[config.mk]
export PLATFORM = sky130hd
export DESIGN_NAME = fetch_issue_q
export DESIGN_NICKNAME = d
export VERILOG_FILES = /design/src/rtl/fetch_issue_q.sv
export SDC_FILE = /design/constraint.sdc
export NUM_CORES = 1
export LEC_CHECK = 0
export BUFFER_PORTS_ARGS = -buffer_cell sky130_fd_sc_hd__buf_2
export CORE_ASPECT_RATIO = 0.7
export CORE_MARGIN = 2
export CORE_UTILIZATION = 51
export CTS_BUF_LIST = sky130_fd_sc_hd__clkbuf_8 sky130_fd_sc_hd__clkbuf_16
export DETAILED_ROUTE_END_ITERATION = 10
export PLACE_DENSITY = 0.71
export SLEW_MARGIN = 15
export SYNTH_ARGS = -nofsm -noshare
export SYNTH_HDL_FRONTEND = slang
export SYNTH_SLANG_ARGS = --single-unit
[constraint.sdc]
create_clock -name clk -period 8.1 [get_ports clk]
set_clock_uncertainty 0.05 [all_clocks]
set_input_delay 1.215 -clock clk [delete_from_list [all_inputs] [get_ports clk]]
set_output_delay 1.215 -clock clk [all_outputs]
set_load 0.01 [all_outputs]
[src/rtl/fetch_issue_q.sv]
// fetch_issue_q: circular packet queue between fetch and the F/D latch.
// Ports: clk/clr (sync active-high clear); in_* = fetch offer with
//   in_valid/in_ready handshake; fd_* = head entry toward F/D latch,
//   fd_ld/fd_clr = latch load/clear, fd_stall = decode busy,
//   flush = squash all queued packets.
// Optional: define FETCH_ISSUE_BYPASS_EN to forward an incoming packet
//   straight to fd_* when the queue is empty (no storage write).
module fetch_issue_q #(
    parameter int DEPTH = 4
) (
    input  logic         clk,
    input  logic         clr,
    input  logic         in_valid,
    output logic         in_ready,
    input  logic [127:0] in_packet,
    input  logic [5:0]   in_BP_alias,
    input  logic         in_IE,
    input  logic [3:0]   in_IE_type,
    input  logic [31:0]  in_BR_pred_target,
    input  logic         in_BR_pred_T_NT,
    input  logic         fd_stall,
    input  logic         flush,
    output logic         fd_ld,
    output logic         fd_clr,
    output logic         fd_valid,
    output logic [127:0] fd_packet,
    output logic [5:0]   fd_BP_alias,
    output logic         fd_IE,
    output logic [3:0]   fd_IE_type,
    output logic [31:0]  fd_BR_pred_target,
    output logic         fd_BR_pred_T_NT
);

    localparam int PW = $clog2(DEPTH);
    localparam int CW = $clog2(DEPTH) + 1;
    localparam int RW = 172;
    localparam logic [CW-1:0] FULL = CW'(DEPTH);

    typedef enum logic {
        RUN  = 1'b0,
        HALT = 1'b1
    } state_t;

    state_t        state;
    state_t        state_nxt;

    logic [RW-1:0] mem [DEPTH];
    logic [PW-1:0] head;
    logic [PW-1:0] tail;
    logic [CW-1:0] count;

    logic [RW-1:0] in_rec;
    logic [RW-1:0] head_rec;
    logic [RW-1:0] out_rec;
    logic          empty;
    logic          byp;
    logic          accept;
    logic          enq;
    logic          deq;

    assign in_rec = {in_packet, in_BP_alias, in_IE, in_IE_type,
                     in_BR_pred_target, in_BR_pred_T_NT};

    assign head_rec = mem[head];
    assign empty    = (count == '0);

    assign in_ready = (state == RUN) & (count < FULL) & !clr;
    assign fd_ld    = !fd_stall | flush;
    assign fd_clr   = flush | clr;

`ifdef FETCH_ISSUE_BYPASS_EN
    // Empty queue and a latch ready to load: hand the offer straight over.
    assign byp = empty & (state == RUN) & in_valid & fd_ld & !flush & !clr;
`else
    assign byp = 1'b0;
`endif

    assign fd_valid = (!empty | byp) & !flush & !clr;

    // accept covers both stored and bypassed packets (for HALT entry).
    assign accept = in_valid & in_ready & !flush;
    assign enq    = accept & !byp;
    assign deq    = fd_ld & fd_valid & !empty;

    assign out_rec = !fd_valid ? '0 : (byp ? in_rec : head_rec);

    assign {fd_packet, fd_BP_alias, fd_IE, fd_IE_type,
            fd_BR_pred_target, fd_BR_pred_T_NT} = out_rec;

    always_ff @(posedge clk) begin
        if (clr) begin
            state <= RUN;
        end else begin
            state <= state_nxt;
        end
    end

    always_comb begin
        state_nxt = state;
        if (flush) begin
            state_nxt = RUN;
        end else begin
            case (state)
                RUN: begin
                    if (accept & in_IE) begin
                        state_nxt = HALT;
                    end
                end
                HALT: begin
                    state_nxt = HALT;
                end
                default: begin
                    state_nxt = RUN;
                end
            endcase
        end
    end

    always_ff @(posedge clk) begin
        if (clr || flush) begin
            head  <= '0;
            tail  <= '0;
            count <= '0;
        end else begin
            if (enq) begin
                tail <= tail + PW'(1);
            end
            if (deq) begin
                head <= head + PW'(1);
            end
            case ({enq, deq})
                2'b10:   count <= count + CW'(1);
                2'b01:   count <= count - CW'(1);
                default: count <= count;
            endcase
        end
    end

    // Storage is not cleared; count/pointers define what is live.
    always_ff @(posedge clk) begin
        if (enq) begin
            mem[tail] <= in_rec;
        end
    end

endmodule

==> results of run 1 <==
[stage by stage]
stage / worst slack, ns / util / hold slack, ns / cells / cell area (um2)
2_1_floorplan: 1.69 / - / 0.409 / 1149 / 26400
3_3_place_gp: 3.77 / 0.567 / 0.421 / 2132 / 28900
3_5_place_dp: 3.65 / 0.567 / 0.438 / 2132 / 28900
4_1_cts: 3.24 / 0.606 / 0.444 / 2245 / 30900
5_1_grt: 3.09 / 0.606 / 0.458 / 2249 / 30900
6_report: 3.42 / 0.606 / 0.442 / 2254 / 30900
[layout by cell type, fill, tap and decap left out]
| master | Yosys | final |
|---|---|---|
| dfxtp_4 | 0 | 2 |
| nor3b_1 | 1 | 1 |
| clkinvlp_4 | 0 | 1 |
| clkinv_1 | 0 | 11 |
| o21ai_0 | 3 | 3 |
| nor2_1 | 8 | 7 |
| buf_4 | 0 | 10 |
| buf_12 | 0 | 5 |
| nand2b_1 | 2 | 2 |
| nor3_1 | 2 | 2 |
| xnor2_1 | 1 | 1 |
| a31oi_1 | 1 | 1 |
| edfxtp_1 | 688 | 688 |
| clkinv_4 | 0 | 2 |
| and2_1 | 173 | 173 |
| mux2i_1 | 1 | 1 |
| a21oi_1 | 5 | 5 |
| and3_4 | 0 | 4 |
| dfxtp_1 | 10 | 8 |
| nor3_2 | 1 | 1 |
| clkbuf_16 | 0 | 63 |
| or3_1 | 3 | 3 |
| inv_6 | 0 | 1 |
| nor2_4 | 0 | 1 |
| diode_2 | 0 | 9 |
| inv_1 | 8 | 22 |
| xor2_1 | 2 | 2 |
| clkbuf_8 | 0 | 5 |
| fa_1 | 1 | 1 |
| mux4_2 | 172 | 172 |
| bufinv_16 | 0 | 5 |
| ha_1 | 5 | 5 |
| clkinv_2 | 0 | 11 |
| buf_2 | 21 | 352 |
[power by group through the flow]
stage                     clock network, uW  registers, uW  logic, uW
after floorplan                           0           4100       60.5
after CTS                              2900           4010        163
after detailed placement                  0           4090        162
after global placement                    0           4090        154
final                                  2830           4010        160
after global routing                   3030           4010        177
[kinds of logic after synthesis]
family / count (synthesis)
flops: 698
buf+inv: 66
xor+xnor: 3
compound gates: 9
fa+ha+maj: 6
mux: 173
simple gates: 194
[sequential cells by signal, indices dropped and copies added (netlist names), named ones only]
register and count:
state 1, tail 2, count 3, mem 688
head 2
[how the worst max path moves through the flow]
stage	endpoint	slack, ns	startpoint
2_1_floorplan	mem[0][0]	1.69	in_valid
3_3_place_gp	fd_packet[90]	3.77	flush
3_5_place_dp	fd_packet[90]	3.65	flush
4_1_cts	fd_packet[87]	3.24	flop
5_1_grt	fd_packet[87]	3.09	flop
6_report	fd_packet[87]	3.42	flop
[per-layer routing]
metal | vias to the layer above | global-route usage
met1 | 6468 | 0.265
met3 | 77 | 0.0445
met4 | 10 | 0.0490
li1 | 5461 | -
met5 | - | 0
met2 | 339 | 0.302
[area by class of cell]
| class | instances | area share |
|---|---|---|
| Sequential cell | 698 | 0.674 |
| Multi-Input combinational cell | 385 | 0.170 |
| Timing Repair Buffer | 367 | 0.0626 |
| Clock buffer | 68 | 0.0532 |
| Tap cell | 674 | 0.0273 |
| Clock inverter | 45 | 0.0108 |
| Inverter | 8 | 0.000971 |
| Antenna cell | 9 | 0.000728 |
[worst min-delay path, stage by stage (launching register included)]
cell     delay (ns)
dfxtp_1        0.31
o21ai_0        0.07
a21oi_1        0.07
==> flow_summary.ini, run 1 <==
[power]
p_per_area_nw_per_um2 = 226
seq_power_share = 0.573
swShare = 0.189
total_power_uw = 7000
p_leak_uw = 0.0106
p_clk_frac = 0.404
p_sw_uw = 1320
power_frac_comb = 0.023
p_int_uw = 5680
irDropWorstVdd_mv = 0.167

[clock_tree]
cts.path.max_buffers = 3
cts_setup_buffers = 0
clk_pin_slew_ns = 0.06
clock-sinks = 698
root_buffer = clkbuf_16
numCtsBuffers = 61
clk_latency_ns = 0.59
cts_tree = yes
hold_buffers = 0
cts_max_level = 2
cts_resized = 0

[worst_setup_path]
required_ns = 6.84
critical_path_class = flop to output port
cp_num_buf_inv = 2
cp.depth = 4
crit_slowest_cell = dfxtp_4
r2r_slack_ns = 4.97
crit_chain = buf_4 > mux4_2 > and2_1 > buf_2
r2r-end = mem[2][113]
slowest_delay_ns = 0.94
startpoint_type = flop
cp.arrival_ns = 3.41
ff2ff_path_depth = 3
reg2reg_from = count[2]
crit_path_max_fanout = 43
end_kind = output port
critical-path-top-delay-family = flip-flops

[logic_synthesis]
yosys.area.top_type_share = 0.781
synth_edf_count = 688
synth_fp_nets = 1332
synth-seq-cells = 698
synth_mux_area_frac = 0.147
synthFlopType = edfxtp_1
synth_cell_types = 23
post-synth-top-count-cell = edfxtp_1
ys_seq_area_frac = 0.789
yosys-top-cells-area = edfxtp_1 (78%), mux4_2 (15%), and2_1 (4.1%), dfxtp_1 (0.76%), buf_6 (0.43%)
async_flop_share = 0
synth_top_area_cell = edfxtp_1
synth_xor_area_frac = 0.000994
postSynthCellCount = 1149
synth_top_family_by_area = multiplexers
synth_adder_area_share = 0.00312
yosysWarnings = 0
syn_area_per_cell_um2 = 23.0
synth-compound-area-share = 0.00175
synthTopCellsByCount = edfxtp_1 (688), and2_1 (173), mux4_2 (172)
syn-cell-area_um2 = 26400
yosys.area_share.simple = 0.0452

[timing]
post-route-period-util = 0.577
slew_viol_final = 0
clock.fmax_ghz = 0.214
setup_viol = 0
hold_violations = 0
rsz0062_at_grt = no
period_minus_slack_ns = 4.68
max_slew.worst_pin.slew_ns = 0.927
maxSlewHeadroom = 0.382
fin_setup_tns_ns = 0

[route]
dr.pass1.iters = 5
dr_wl_met2_mm = 25.0
wl_met3_mm = 2.85
vias = 12400
drt_wl_total_mm = 50.5
wl_per_cell_um = 22.4
ant_nets = 0
drt-initial-drc-count = 857
drc = 0
viasPerCell = 5.48
wl_met1_mm = 21.6
topRoutingLayerUsed = met5

[floorplan]
io_pins = 353
dieArea_um2 = 53700
die_height_um = 195
start_util = 0.518
die_x_um = 276
fp.coreArea_um2 = 51000
rows = 69

[place]
place_congestion = 0.763
port_buffers = 352
hpwl_mm = 29.8

[grt]
grt_overflow = 0
antenna_found_initial = 12
grt_usage = 0.188
grt_pass1_wl_mm = 77.0
grt_start_max_net_pins = 109
first_global_vias = 12800

[run_status]
outcome = complete, no violations

[layout]
fillers = 3592
regArea_um2 = 20900
num-nets-final = 1704
area_growth_pct = 17.0
multi_input_area_um2 = 5260
drive_above_1_share = 0.404

[hold_path]
hold_path.class = flop to flop
hp-start = head[1]
hold-path-cell-count = 2

[flow_run]
drv_cap = 0
No activity file was read; power rests on OpenSTA's default activity.
==> run 2: changes to the inputs <==
Clock period 8.1 ns to 4.35 ns, I/O delays scaled along.
==> flow_summary.ini, run 2 (same netlist as run 1, synthesis figures left out) <==
[run_status]
outcome = complete, no violations

[layout]
largestRegisters = mem x688, count x3
regArea_um2 = 20900
final_common_cell = edfxtp_1
area_growth_pct = 18.2
top_register = mem
largest_register_ff_count = 688
final_cell_mix = edfxtp_1 (688), buf_2 (352), and2_1 (173)
fillers = 3589
multi_input_area_um2 = 5260
design_area_um2 = 31200
num-nets-final = 1725
drive_above_1_share = 0.408

[worst_setup_path]
startpoint_type = flop
r2r-end = mem[1][94]
reg2reg_from = count[2]
crit_path_max_fanout = 46
ff2ff_path_depth = 3
cp.arrival_ns = 2.72
r2r_slack_ns = 1.75
end_kind = output port
critical_path_class = flop to output port
required_ns = 3.65

[route]
viasPerCell = 5.44
dr.pass1.iters = 5
ant_nets = 0
drt-initial-drc-count = 1084
vias = 12400
drc = 0
wl_per_cell_um = 22.5
drt_wl_total_mm = 51.2

[clock_tree]
numCtsBuffers = 66
cts.path.max_buffers = 3
clk_latency_ns = 0.58
clk_pin_slew_ns = 0.06
cts_max_level = 3
cts_tree = yes
root_buffer = clkbuf_16
hold_buffers = 0
clock-sinks = 698
cts_setup_buffers = 0
cts_resized = 0

[grt]
grt_pass1_wl_mm = 78.4
first_global_vias = 13000
grt_start_max_net_pins = 81
grt_overflow = 0
grt_usage = 0.194
antenna_found_initial = 11

[power]
p_per_area_nw_per_um2 = 419
p_leak_uw = 0.0107
irDropWorstVdd_mv = 0.369

[timing]
maxSlewHeadroom = 0.445
fin_setup_tns_ns = 0
post-route-period-util = 0.787
clock.fmax_ghz = 0.292
period_minus_slack_ns = 3.42
hold_violations = 0
setup_ws_ns = 0.926
rsz0062_at_grt = no
max_slew.worst_pin.slew_ns = 0.831
slew_viol_final = 0
setup_viol = 0

[floorplan]
die_height_um = 195
rows = 69
die_x_um = 276
dieArea_um2 = 53700
io_pins = 353
start_util = 0.518
fp.coreArea_um2 = 51000

[hold_path]
holdPathEnd = mem[3][13]
hold-path-cell-count = 1
hold_path.class = input pin to flop
hp-start = in_BR_pred_target[12]

[place]
place_area_um2 = 29200
pre_cts_ws_ns = 1.29
port_buffers = 352
place_congestion = 0.752
hpwl_mm = 31.5

[flow_run]
drv_cap = 0
## run 2: per-layer routing
layer / wire [um] / track usage / up-vias
met5: 89 / 0 / -
met4: 946 / 0.0534 / 12
met3: 2840 / 0.0512 / 80
met2: 25600 / 0.313 / 319
met1: 21700 / 0.265 / 6451
li1: - / - / 5495
## run 2: area by class of cell
class / instances / area share
Clock inverter: 48 / 0.00981
Clock buffer: 67 / 0.0537
Antenna cell: 7 / 0.000561
Tap cell: 674 / 0.0270
Timing Repair Buffer: 383 / 0.0718
Sequential cell: 698 / 0.668
Inverter: 8 / 0.000961
Multi-Input combinational cell: 385 / 0.168
## run 2: power by group
| part | switching (uW) | internal (uW) |
|---|---|---|
| Combinational | 173 | 135 |
| Clock | 2340 | 2980 |
| Sequential | 16.0 | 7460 |
## run 2: critical path, stage by stage, from the launching register on
cell	delay (ns)
dfxtp_4	0.72
buf_12	0.41
mux4_2	0.60
and2_1	0.19
buf_2	0.13
## run 2: how the worst max path moves through the flow
stage                   from             to  slack [ns]  cells after the start
CTS                     flop  fd_packet[21]        0.82                      4
floorplan           in_valid      mem[0][0]        0.48                      2
global placement       flush  fd_packet[43]        1.40                      7
detailed placement     flush  fd_packet[43]        1.29                      7
finish                  flop  fd_packet[23]        0.93                      4
global route            flop  fd_packet[30]        0.74                      4
## run 2: per-stage QoR
| stage | total power [uW] | cells | hold WS, ns | utilization |
|---|---|---|---|---|
| 2_1_floorplan | 7730 | 1149 | 0.409 | - |
| 3_3_place_gp | 7910 | 2148 | 0.421 | 0.573 |
| 3_5_place_dp | 7930 | 2148 | 0.424 | 0.573 |
| 4_1_cts | 13200 | 2263 | 0.184 | 0.612 |
| 5_1_grt | 13500 | 2266 | 0.186 | 0.612 |
| 6_report | 13100 | 2270 | 0.219 | 0.612 |
